`src/rtl/alsu_pkg.sv`:
```
// Shared opcode map, FSM encoding and priority constants for the ALSU pipe.
package alsu_pkg;
    localparam logic [2:0] OP_AND   = 3'd0;
    localparam logic [2:0] OP_XOR   = 3'd1;
    localparam logic [2:0] OP_ADD   = 3'd2;
    localparam logic [2:0] OP_MUL   = 3'd3;
    localparam logic [2:0] OP_SHIFT = 3'd4;
    localparam logic [2:0] OP_ROT   = 3'd5;
    localparam logic [2:0] OP_INV6  = 3'd6;
    localparam logic [2:0] OP_INV7  = 3'd7;

    typedef enum logic {ST_IDLE = 1'b0, ST_BUSY = 1'b1} state_t;

    localparam string PRI_A = "A";
    localparam string PRI_B = "B";

    // Reductions are only meaningful for the bitwise ops.
    function automatic logic is_invalid(logic [2:0] op, logic red_a, logic red_b);
        return (op == OP_INV6) || (op == OP_INV7) ||
               ((red_a || red_b) && (op != OP_AND) && (op != OP_XOR));
    endfunction
endpackage

```
`src/rtl/alsu_pipe_if.sv`:
```
// Command/result bundle between operand sources and the ALSU pipe.
interface alsu_pipe_if #(parameter int BITS = 3);
    localparam int SW = $clog2(2*BITS);

    logic                in_valid;
    logic                in_ready;
    logic [2:0]          opcode;
    logic [BITS-1:0]     A;
    logic [BITS-1:0]     B;
    logic                cin;
    logic                serial_in;
    logic                direction;
    logic [SW-1:0]       shamt;
    logic                red_op_A;
    logic                red_op_B;
    logic                bypass_A;
    logic                bypass_B;
    logic                out_valid;
    logic [2*BITS-1:0]   out;
    logic                err;
    logic [15:0]         leds;

    modport master (
        output in_valid, opcode, A, B, cin, serial_in, direction, shamt,
               red_op_A, red_op_B, bypass_A, bypass_B,
        input  in_ready, out_valid, out, err, leds
    );
    modport slave (
        input  in_valid, opcode, A, B, cin, serial_in, direction, shamt,
               red_op_A, red_op_B, bypass_A, bypass_B,
        output in_ready, out_valid, out, err, leds
    );
endinterface

```
`src/rtl/alsu_seq_mult.sv`:
```
// Iterative shift-add multiplier: one partial product per clock, BITS clocks per product.
module alsu_seq_mult #(
    parameter int BITS = 3
) (
    input  logic                clk,
    input  logic                rstn,
    input  logic                i_start,
    input  logic [BITS-1:0]     i_a,
    input  logic [BITS-1:0]     i_b,
    output logic                o_done,
    output logic [2*BITS-1:0]   o_product
);
    localparam int CW = $clog2(BITS+1);

    logic                r_busy;
    logic [2*BITS-1:0]   r_mcand;
    logic [BITS-1:0]     r_mplier;
    logic [2*BITS-1:0]   r_acc;
    logic [CW-1:0]       r_cnt;
    logic [2*BITS-1:0]   w_acc_nxt;

    assign w_acc_nxt = r_acc + (r_mplier[0] ? r_mcand : '0);
    // Product is presented combinationally on the final step so the owner can register it that edge.
    assign o_done    = r_busy & (r_cnt == CW'(BITS-1));
    assign o_product = w_acc_nxt;

    always_ff @(posedge clk or negedge rstn) begin
        if (!rstn) begin
            r_busy   <= 1'b0;
            r_mcand  <= '0;
            r_mplier <= '0;
            r_acc    <= '0;
            r_cnt    <= '0;
        end else if (i_start) begin
            r_busy   <= 1'b1;
            r_mcand  <= {{BITS{1'b0}}, i_a};
            r_mplier <= i_b;
            r_acc    <= '0;
            r_cnt    <= '0;
        end else if (r_busy) begin
            r_acc    <= w_acc_nxt;
            r_mcand  <= r_mcand << 1;
            r_mplier <= r_mplier >> 1;
            r_cnt    <= r_cnt + CW'(1);
            if (o_done) r_busy <= 1'b0;
        end
    end
endmodule

```
`src/rtl/alsu_pipe.sv`:
```
// ALSU with valid/ready input, registered result strobe, iterative multiply,
// shift/rotate on the result register and an LED blinker for invalid commands.
module alsu_pipe import alsu_pkg::*; #(
    parameter int    BITS           = 3,
    parameter string INPUT_PRIORITY = "A",
    parameter string FULL_ADDER     = "ON",
    parameter int    BLINK_DIV      = 4
) (
    input  logic        clk,
    input  logic        rstn,
    alsu_pipe_if.slave  bus
);
    localparam int W  = 2*BITS;
    localparam int BW = $clog2(BLINK_DIV+1);
    // Anything other than "B" falls back to A-priority.
    localparam bit PICK_A  = (INPUT_PRIORITY == PRI_A) || (INPUT_PRIORITY != PRI_B);
    localparam bit ADD_CIN = (FULL_ADDER == "ON");

    state_t          r_state;
    logic            r_in_ready;
    logic            r_out_valid;
    logic            r_err;
    logic [W-1:0]    r_out;
    logic [15:0]     r_leds;
    logic [BW-1:0]   r_blink_cnt;

    logic            w_accept, w_invalid, w_bypass, w_mul_start, w_mul_done;
    logic [W-1:0]    w_prod, w_byp, w_alu, w_shift, w_rot, w_fill;
    logic [BITS-1:0] w_red_src;
    logic [2*W-1:0]  w_dbl;
    logic [31:0]     w_rot_amt;

    assign w_accept    = bus.in_valid & r_in_ready;
    assign w_invalid   = is_invalid(bus.opcode, bus.red_op_A, bus.red_op_B);
    assign w_bypass    = bus.bypass_A | bus.bypass_B;
    assign w_mul_start = w_accept & ~w_invalid & ~w_bypass & (bus.opcode == OP_MUL);
    assign w_byp       = {{BITS{1'b0}}, (bus.bypass_A & (~bus.bypass_B | PICK_A)) ? bus.A : bus.B};
    assign w_red_src   = (bus.red_op_A & (~bus.red_op_B | PICK_A)) ? bus.A : bus.B;

    alsu_seq_mult #(.BITS(BITS)) u_mult (
        .clk       (clk),
        .rstn      (rstn),
        .i_start   (w_mul_start),
        .i_a       (bus.A),
        .i_b       (bus.B),
        .o_done    (w_mul_done),
        .o_product (w_prod)
    );

    // Shift/rotate act on the held result, not on the operands.
    always_comb begin
        w_fill = {W{bus.serial_in}};
        if (32'(bus.shamt) >= 32'(W))
            w_shift = w_fill;
        else if (bus.direction)
            w_shift = (r_out << bus.shamt) | (w_fill & ~({W{1'b1}} << bus.shamt));
        else
            w_shift = (r_out >> bus.shamt) | (w_fill & ~({W{1'b1}} >> bus.shamt));
    end

    // Rotate left by r equals the low half of {out,out} shifted right by W-r.
    assign w_rot_amt = 32'(bus.shamt) % 32'(W);
    assign w_dbl     = {r_out, r_out};
    assign w_rot     = W'(w_dbl >> (bus.direction ? (32'(W) - w_rot_amt) : w_rot_amt));

    always_comb begin
        w_alu = '0;
        case (bus.opcode)
            OP_AND:   w_alu = (bus.red_op_A | bus.red_op_B) ? W'(&w_red_src)
                                                            : {{BITS{1'b0}}, bus.A & bus.B};
            OP_XOR:   w_alu = (bus.red_op_A | bus.red_op_B) ? W'(^w_red_src)
                                                            : {{BITS{1'b0}}, bus.A ^ bus.B};
            OP_ADD:   w_alu = W'(bus.A) + W'(bus.B) + W'(ADD_CIN & bus.cin);
            OP_SHIFT: w_alu = w_shift;
            OP_ROT:   w_alu = w_rot;
            default:  w_alu = '0;
        endcase
    end

    always_ff @(posedge clk or negedge rstn) begin
        if (!rstn) begin
            r_state     <= ST_IDLE;
            r_in_ready  <= 1'b1;
            r_out_valid <= 1'b0;
            r_err       <= 1'b0;
            r_out       <= '0;
            r_leds      <= '0;
            r_blink_cnt <= '0;
        end else begin
            r_out_valid <= 1'b0;
            if (r_state == ST_BUSY) begin
                if (w_mul_done) begin
                    r_out       <= w_prod;
                    r_out_valid <= 1'b1;
                    r_state     <= ST_IDLE;
                    r_in_ready  <= 1'b1;
                end
            end else if (w_accept) begin
                r_blink_cnt <= '0;
                if (w_invalid) begin
                    r_out       <= '0;
                    r_out_valid <= 1'b1;
                    r_err       <= 1'b1;
                    r_leds      <= 16'hFFFF;
                end else begin
                    r_err  <= 1'b0;
                    r_leds <= '0;
                    if (w_bypass) begin
                        r_out       <= w_byp;
                        r_out_valid <= 1'b1;
                    end else if (bus.opcode == OP_MUL) begin
                        r_state    <= ST_BUSY;
                        r_in_ready <= 1'b0;
                    end else begin
                        r_out       <= w_alu;
                        r_out_valid <= 1'b1;
                    end
                end
            end else if (r_err) begin
                if (r_blink_cnt == BW'(BLINK_DIV-1)) begin
                    r_blink_cnt <= '0;
                    r_leds      <= ~r_leds;
                end else begin
                    r_blink_cnt <= r_blink_cnt + BW'(1);
                end
            end
        end
    end

    assign bus.in_ready  = r_in_ready;
    assign bus.out_valid = r_out_valid;
    assign bus.out       = r_out;
    assign bus.err       = r_err;
    assign bus.leds      = r_leds;
endmodule
```
`src/flat_wrapper.sv`:
```
// flat-port wrapper written by rule: the top's interface ports become plain ports
module alsu_pipe_flat import alsu_pkg::*;
#(
    parameter int    BITS           = 3,
    parameter string INPUT_PRIORITY = " ",
    parameter string FULL_ADDER     = "  ",
    parameter int    BLINK_DIV      = 4
)
  (clk, rstn, bus_in_valid, bus_opcode, bus_A, bus_B, bus_cin, bus_serial_in, bus_direction, bus_shamt, bus_red_op_A, bus_red_op_B, bus_bypass_A, bus_bypass_B, bus_in_ready, bus_out_valid, bus_out, bus_err, bus_leds);
  alsu_pipe_if #(.BITS(BITS)) bus_i ();
  input  logic clk;
  input  logic rstn;
  input wire logic [$bits(bus_i.in_valid)-1:0] bus_in_valid;
  input wire logic [$bits(bus_i.opcode)-1:0] bus_opcode;
  input wire logic [$bits(bus_i.A)-1:0] bus_A;
  input wire logic [$bits(bus_i.B)-1:0] bus_B;
  input wire logic [$bits(bus_i.cin)-1:0] bus_cin;
  input wire logic [$bits(bus_i.serial_in)-1:0] bus_serial_in;
  input wire logic [$bits(bus_i.direction)-1:0] bus_direction;
  input wire logic [$bits(bus_i.shamt)-1:0] bus_shamt;
  input wire logic [$bits(bus_i.red_op_A)-1:0] bus_red_op_A;
  input wire logic [$bits(bus_i.red_op_B)-1:0] bus_red_op_B;
  input wire logic [$bits(bus_i.bypass_A)-1:0] bus_bypass_A;
  input wire logic [$bits(bus_i.bypass_B)-1:0] bus_bypass_B;
  output wire logic [$bits(bus_i.in_ready)-1:0] bus_in_ready;
  output wire logic [$bits(bus_i.out_valid)-1:0] bus_out_valid;
  output wire logic [$bits(bus_i.out)-1:0] bus_out;
  output wire logic [$bits(bus_i.err)-1:0] bus_err;
  output wire logic [$bits(bus_i.leds)-1:0] bus_leds;
  assign bus_i.in_valid = bus_in_valid;
  assign bus_i.opcode = bus_opcode;
  assign bus_i.A = bus_A;
  assign bus_i.B = bus_B;
  assign bus_i.cin = bus_cin;
  assign bus_i.serial_in = bus_serial_in;
  assign bus_i.direction = bus_direction;
  assign bus_i.shamt = bus_shamt;
  assign bus_i.red_op_A = bus_red_op_A;
  assign bus_i.red_op_B = bus_red_op_B;
  assign bus_i.bypass_A = bus_bypass_A;
  assign bus_i.bypass_B = bus_bypass_B;
  assign bus_in_ready = bus_i.in_ready;
  assign bus_out_valid = bus_i.out_valid;
  assign bus_out = bus_i.out;
  assign bus_err = bus_i.err;
  assign bus_leds = bus_i.leds;
  alsu_pipe #(.BITS(BITS), .INPUT_PRIORITY(INPUT_PRIORITY), .FULL_ADDER(FULL_ADDER), .BLINK_DIV(BLINK_DIV)) u_core (.clk(clk), .rstn(rstn), .bus(bus_i));
endmodule
```
`config.mk`:
```
export PLATFORM = sky130hd
export DESIGN_NAME = alsu_pipe_flat
export DESIGN_NICKNAME = d
export VERILOG_FILES = /design/src/rtl/alsu_pkg.sv /design/src/rtl/alsu_pipe_if.sv /design/src/rtl/alsu_seq_mult.sv /design/src/rtl/alsu_pipe.sv /design/src/flat_wrapper.sv
export SDC_FILE = /design/constraint.sdc
export NUM_CORES = 1
export LEC_CHECK = 0
export CORE_MARGIN = 2
export CORE_UTILIZATION = 52
export CTS_BUF_LIST = sky130_fd_sc_hd__clkbuf_2
export CTS_CLUSTER_DIAMETER = 60
export DETAILED_ROUTE_END_ITERATION = 12
export PLACE_DENSITY = 0.79
export SLEW_MARGIN = 20
export SYNTH_ARGS = -nofsm -noshare
export SYNTH_HDL_FRONTEND = slang
export SYNTH_SLANG_ARGS = --single-unit
```
`constraint.sdc`:
```
create_clock -name clk -period 2.2 [get_ports clk]
set_input_delay 0.44 -clock clk [delete_from_list [all_inputs] [get_ports clk]]
set_output_delay 0.44 -clock clk [all_outputs]
set_load 0.02 [all_outputs]
```
==> impl_metrics.py <==
metrics = {
    "timing": {
        "fmax_ghz": 0.461,
        "transition_time_of_the_tightest_slew_check_pin_ps": 803,
        "finalHoldViolations": 0,
        "final.period_utilization": 0.987,
        "final.min_clock_period_ps": 2170,
        "setup_viol_count_final": 0,
        "setup_repair_after_global_routing_missed_its_margin": "true",
        "timing.max_slew.rel_slack": 0.465,
        "final.hold.worst_slack_ps": 67.2,
        "final-max-slew-violation-count": 0,
        "finalClockSkew_ps": 16.1,
    },
    "drt": {
        "vias": 3549,
        "postRouteAntennaNets": 0,
        "drt_pass1_iterations": 5,
        "first_iter_violations": 209,
        "detail_route.wl_per_cell_um": 15.5,
        "avgViaCountPerCell": 5.72,
        "drc": 0,
        "routed_wl_um": 9620,
    },
    "critical_path": {
        "cp-end-kind": "register",
        "critical_path_peak_fanout": 6,
        "setup_crit_start_kind": "register",
        "critical_path.n_buffers_inverters": 2,
        "path_class": "register to register",
        "worstPathArrival_ps": 2480,
        "worst_path_max_delay_cell": "fa_1",
        "timing.critical_path.mode_cell": "inv_1",
        "path_cells": "and2_1, ha_2, inv_1, fa_1, inv_1, a22o_1, nor4bb_1, a21oi_1",
        "critical_path.max_stage_delay_ps": 480,
        "path_delay_family": "adder cells",
        "timing.critical_path.required_ps": 2500,
    },
    "yosys": {
        "yosysSeqAreaShare": 0.324,
        "synth_warnings": 0,
        "post-synth-top-area-cell": "dfrtp_1",
        "post_synth_num_cell_types": 64,
        "synth_largest_type_area_fraction": 0.316,
        "synth-main-ff-cell": "dfrtp_1",
        "post_synth_main_area_contributors": "dfrtp_1 (32%), mux2i_1 (6.1%), o21ai_0 (5.8%), nand2_1 (5.7%), ha_1 (5.5%)",
        "synthesis.area_um2": 3640,
        "synth.ff_latch_count": 47,
        "synthArstFlopShare": 1.00,
        "synth_enable_flop_cells": 0,
        "synthesis.instances": 423,
        "postSynthAreaPerCell_um2": 8.60,
    },
    "finish": {
        "area_growth_syn_to_layout_pct": 34.0,
        "fin_util": 0.717,
        "post_route_cells_drive_above_1_share": 0.246,
        "final_nets": 563,
        "antenna_cells_inserted": 0,
        "fillerInstances": 536,
    },
    "place": {
        "gpl.final_weighted_congestion": 0.929,
        "io_buffers": 45,
        "dp_hpwl_um": 7240,
    },
    "power": {
        "p_seq_frac": 0.381,
        "power_density_nw_per_um2": 770,
        "pwr-share-clk": 0.125,
        "leakage_nw": 2.21,
        "power_report.internal_total_mw": 2.28,
        "combPwrFrac": 0.493,
        "largest_voltage_drop_on_the_vdd_net_mv": 0.578,
        "p_switching_mw": 1.48,
        "switching_share": 0.394,
    },
    "global_route": {
        "grt_usage": 0.266,
        "grt_remaining_overflow": 0,
        "wire_length_of_the_first_global_routing_pass_um": 16400,
        "number_of_global_route_vias_before_repair": 3449,
        "number_of_antenna_violations_at_the_first_check_in_global_routing": 0,
        "grt_start_max_net_pins": 37,
    },
    "run": {
        "cap_violations": 0,
    },
    "clock_network": {
        "cts-hold-fix-buffers": 0,
        "cts-htree-levels": 2,
        "cts.sink_count": 47,
        "cts_max_path_buffers": 2,
        "tritoncts.num_buffers": 5,
        "clock_root_cell": "clkbuf_2",
        "clock_transition_at_the_registers_of_the_reported_paths_ps": 230,
        "tritoncts": "done",
        "clock_latency_ps": 410,
    },
    "die": {
        "die_width_um": 87.6,
        "core_area_um2": 6790,
        "io-pin-count": 47,
        "floorplan.initialDensity": 0.535,
        "placement_rows": 30,
        "die_area_um2": 7680,
        "die_h_um": 87.6,
    },
    "status": {
        "outcome": "finished, final reports clean",
    },
    "worst_hold_path": {
        "holdCritPathClass": "input pin to asynchronous set/reset pin",
    },
}
area by class of cell:
class / instances / area [um^2] / area share
Clock inverter: 1 / 30.0 / 0.00616
Tap cell: 96 / 120 / 0.0246
Sequential cell: 47 / 1180 / 0.242
Clock buffer: 7 / 35.0 / 0.00719
Timing Repair Buffer: 113 / 1010 / 0.207
Inverter: 18 / 70.1 / 0.0144
Multi-Input combinational cell: 338 / 2430 / 0.499
cell usage in the layout, fill, tap and decap left out, types with 4 or more instances in the layout:
cell type | netlist | routed
and2_1 | 5 | 5
nor3_1 | 9 | 9
mux2_2 | 11 | 10
mux2i_1 | 22 | 22
dfrtp_1 | 46 | 44
o211ai_1 | 5 | 5
ha_1 | 16 | 10
inv_1 | 18 | 15
nor2_1 | 27 | 26
nand2b_1 | 8 | 7
a21o_1 | 5 | 5
a31oi_1 | 5 | 4
dlymetal6s2s_1 | 0 | 7
buf_4 | 2 | 63
mux4_2 | 6 | 6
nand3_1 | 13 | 13
a22o_1 | 4 | 4
xnor2_1 | 7 | 5
nor2b_1 | 7 | 6
clkbuf_2 | 0 | 7
o21ai_0 | 42 | 39
nand2_1 | 55 | 53
clkdlybuf4s50_1 | 0 | 35
conb_1 | 2 | 7
a21oi_1 | 32 | 31
o22ai_1 | 4 | 4
routing by layer:
layer  track usage  vias up  part of all wire  wire (um)
met5             0        -                 0          0
met4        0.0559        0             0.013        121
met3        0.0386       14             0.035        341
met2         0.452       92              0.50       4830
met1         0.364     1733              0.45       4320
li1              -     1710                 -          -
state kept, by name (all words and copies together), names as in the netlist, 2 cells and up:
register,flops
u_core.u_mult.r_acc,6
u_core.u_mult.r_cnt,2
u_core.bus.leds,16
u_core.u_mult.r_mcand,6
u_core.bus.out,6
u_core.u_mult.r_mplier,3
u_core.r_blink_cnt,3
power groups by stage:
stage	sequential [mW]	combinational, mW	clock (mW)
after floorplan	1.58	0.848	0
after global placement	1.42	1.77	0
after detailed placement	1.44	1.82	0
after CTS	1.42	1.84	0.478
after global routing	1.47	2.03	0.513
final	1.43	1.85	0.470
cells in the mapped netlist, types with 2 or more instances:
master / count
nand2_1: 55
dfrtp_1: 46
o21ai_0: 42
a21oi_1: 32
nor2_1: 27
mux2i_1: 22
inv_1: 18
ha_1: 16
clkbuf_1: 13
nand3_1: 13
mux2_2: 11
nor3_1: 9
nand2b_1: 8
buf_2: 7
nor2b_1: 7
xnor2_1: 7
mux4_2: 6
a21o_1: 5
a31oi_1: 5
and2_1: 5
o211ai_1: 5
a22o_1: 4
o22ai_1: 4
a211oi_1: 3
buf_1: 3
nor3b_1: 3
o221ai_1: 3
a2bb2oi_1: 2
buf_4: 2
conb_1: 2
fa_1: 2
nand3b_1: 2
or2_1: 2
or3b_1: 2
per-stage QoR:
step	power, mW	instance area [um^2]	TNS [ps]	instances	setup slack [ps]
detailed placement	3.26	4690	-9130	611	-604
CTS	3.74	4790	0	620	1.18
finish	3.75	4870	0	620	29.0
global route	4.01	4870	-256	620	-90.5
global placement	3.18	4690	-8170	611	-538
floorplan	2.43	3750	-26.9	428	-26.9
timing repair:
item | CTS | global route
buffers inserted | 1 | 0
setup endpoints to repair | 7 | 10
resized for setup | 10 | 25
pin swaps | 3 | 13
cells by family after synthesis:
kind of cell	count (synthesis)	share of synthesized area
AOI/OAI and AO/OA	117	0.200
muxes	39	0.132
and+or+nand+nor	146	0.198
other	2	0.00206
buffers and inverters	43	0.0488
adders and majority gates	20	0.0719
xor gates and xnor gates	9	0.0237
DFF	47	0.324
worst reg2reg max path, cell delays in order (launching register included):
cell	delay, ps
dfrtp_2	470
and2_1	150
ha_2	200
inv_1	60
fa_1	480
inv_1	60
a22o_1	260
nor4bb_1	290
a21oi_1	100
worst paths after layout:
check | depth (start not counted) | slack, ps | start | end
max | 8 | 30 | u_core.u_mult.r_mplier[0] | u_core.bus.out[1]
min | 1 | 70 | rstn | u_core.bus.leds[2]
max reg2reg | 8 | 30 | u_core.u_mult.r_mplier[0] | u_core.bus.out[1]
min reg2reg | 1 | 500 | u_core.bus.leds[2] | u_core.bus.leds[2]
max in group asynchronous | 2 | 1500 | rstn | u_core.bus.leds[12]
min in group clk | 4 | 410 | bus_A[0] | u_core.u_mult.r_mcand[0]
(Power assumes the default switching activity.)
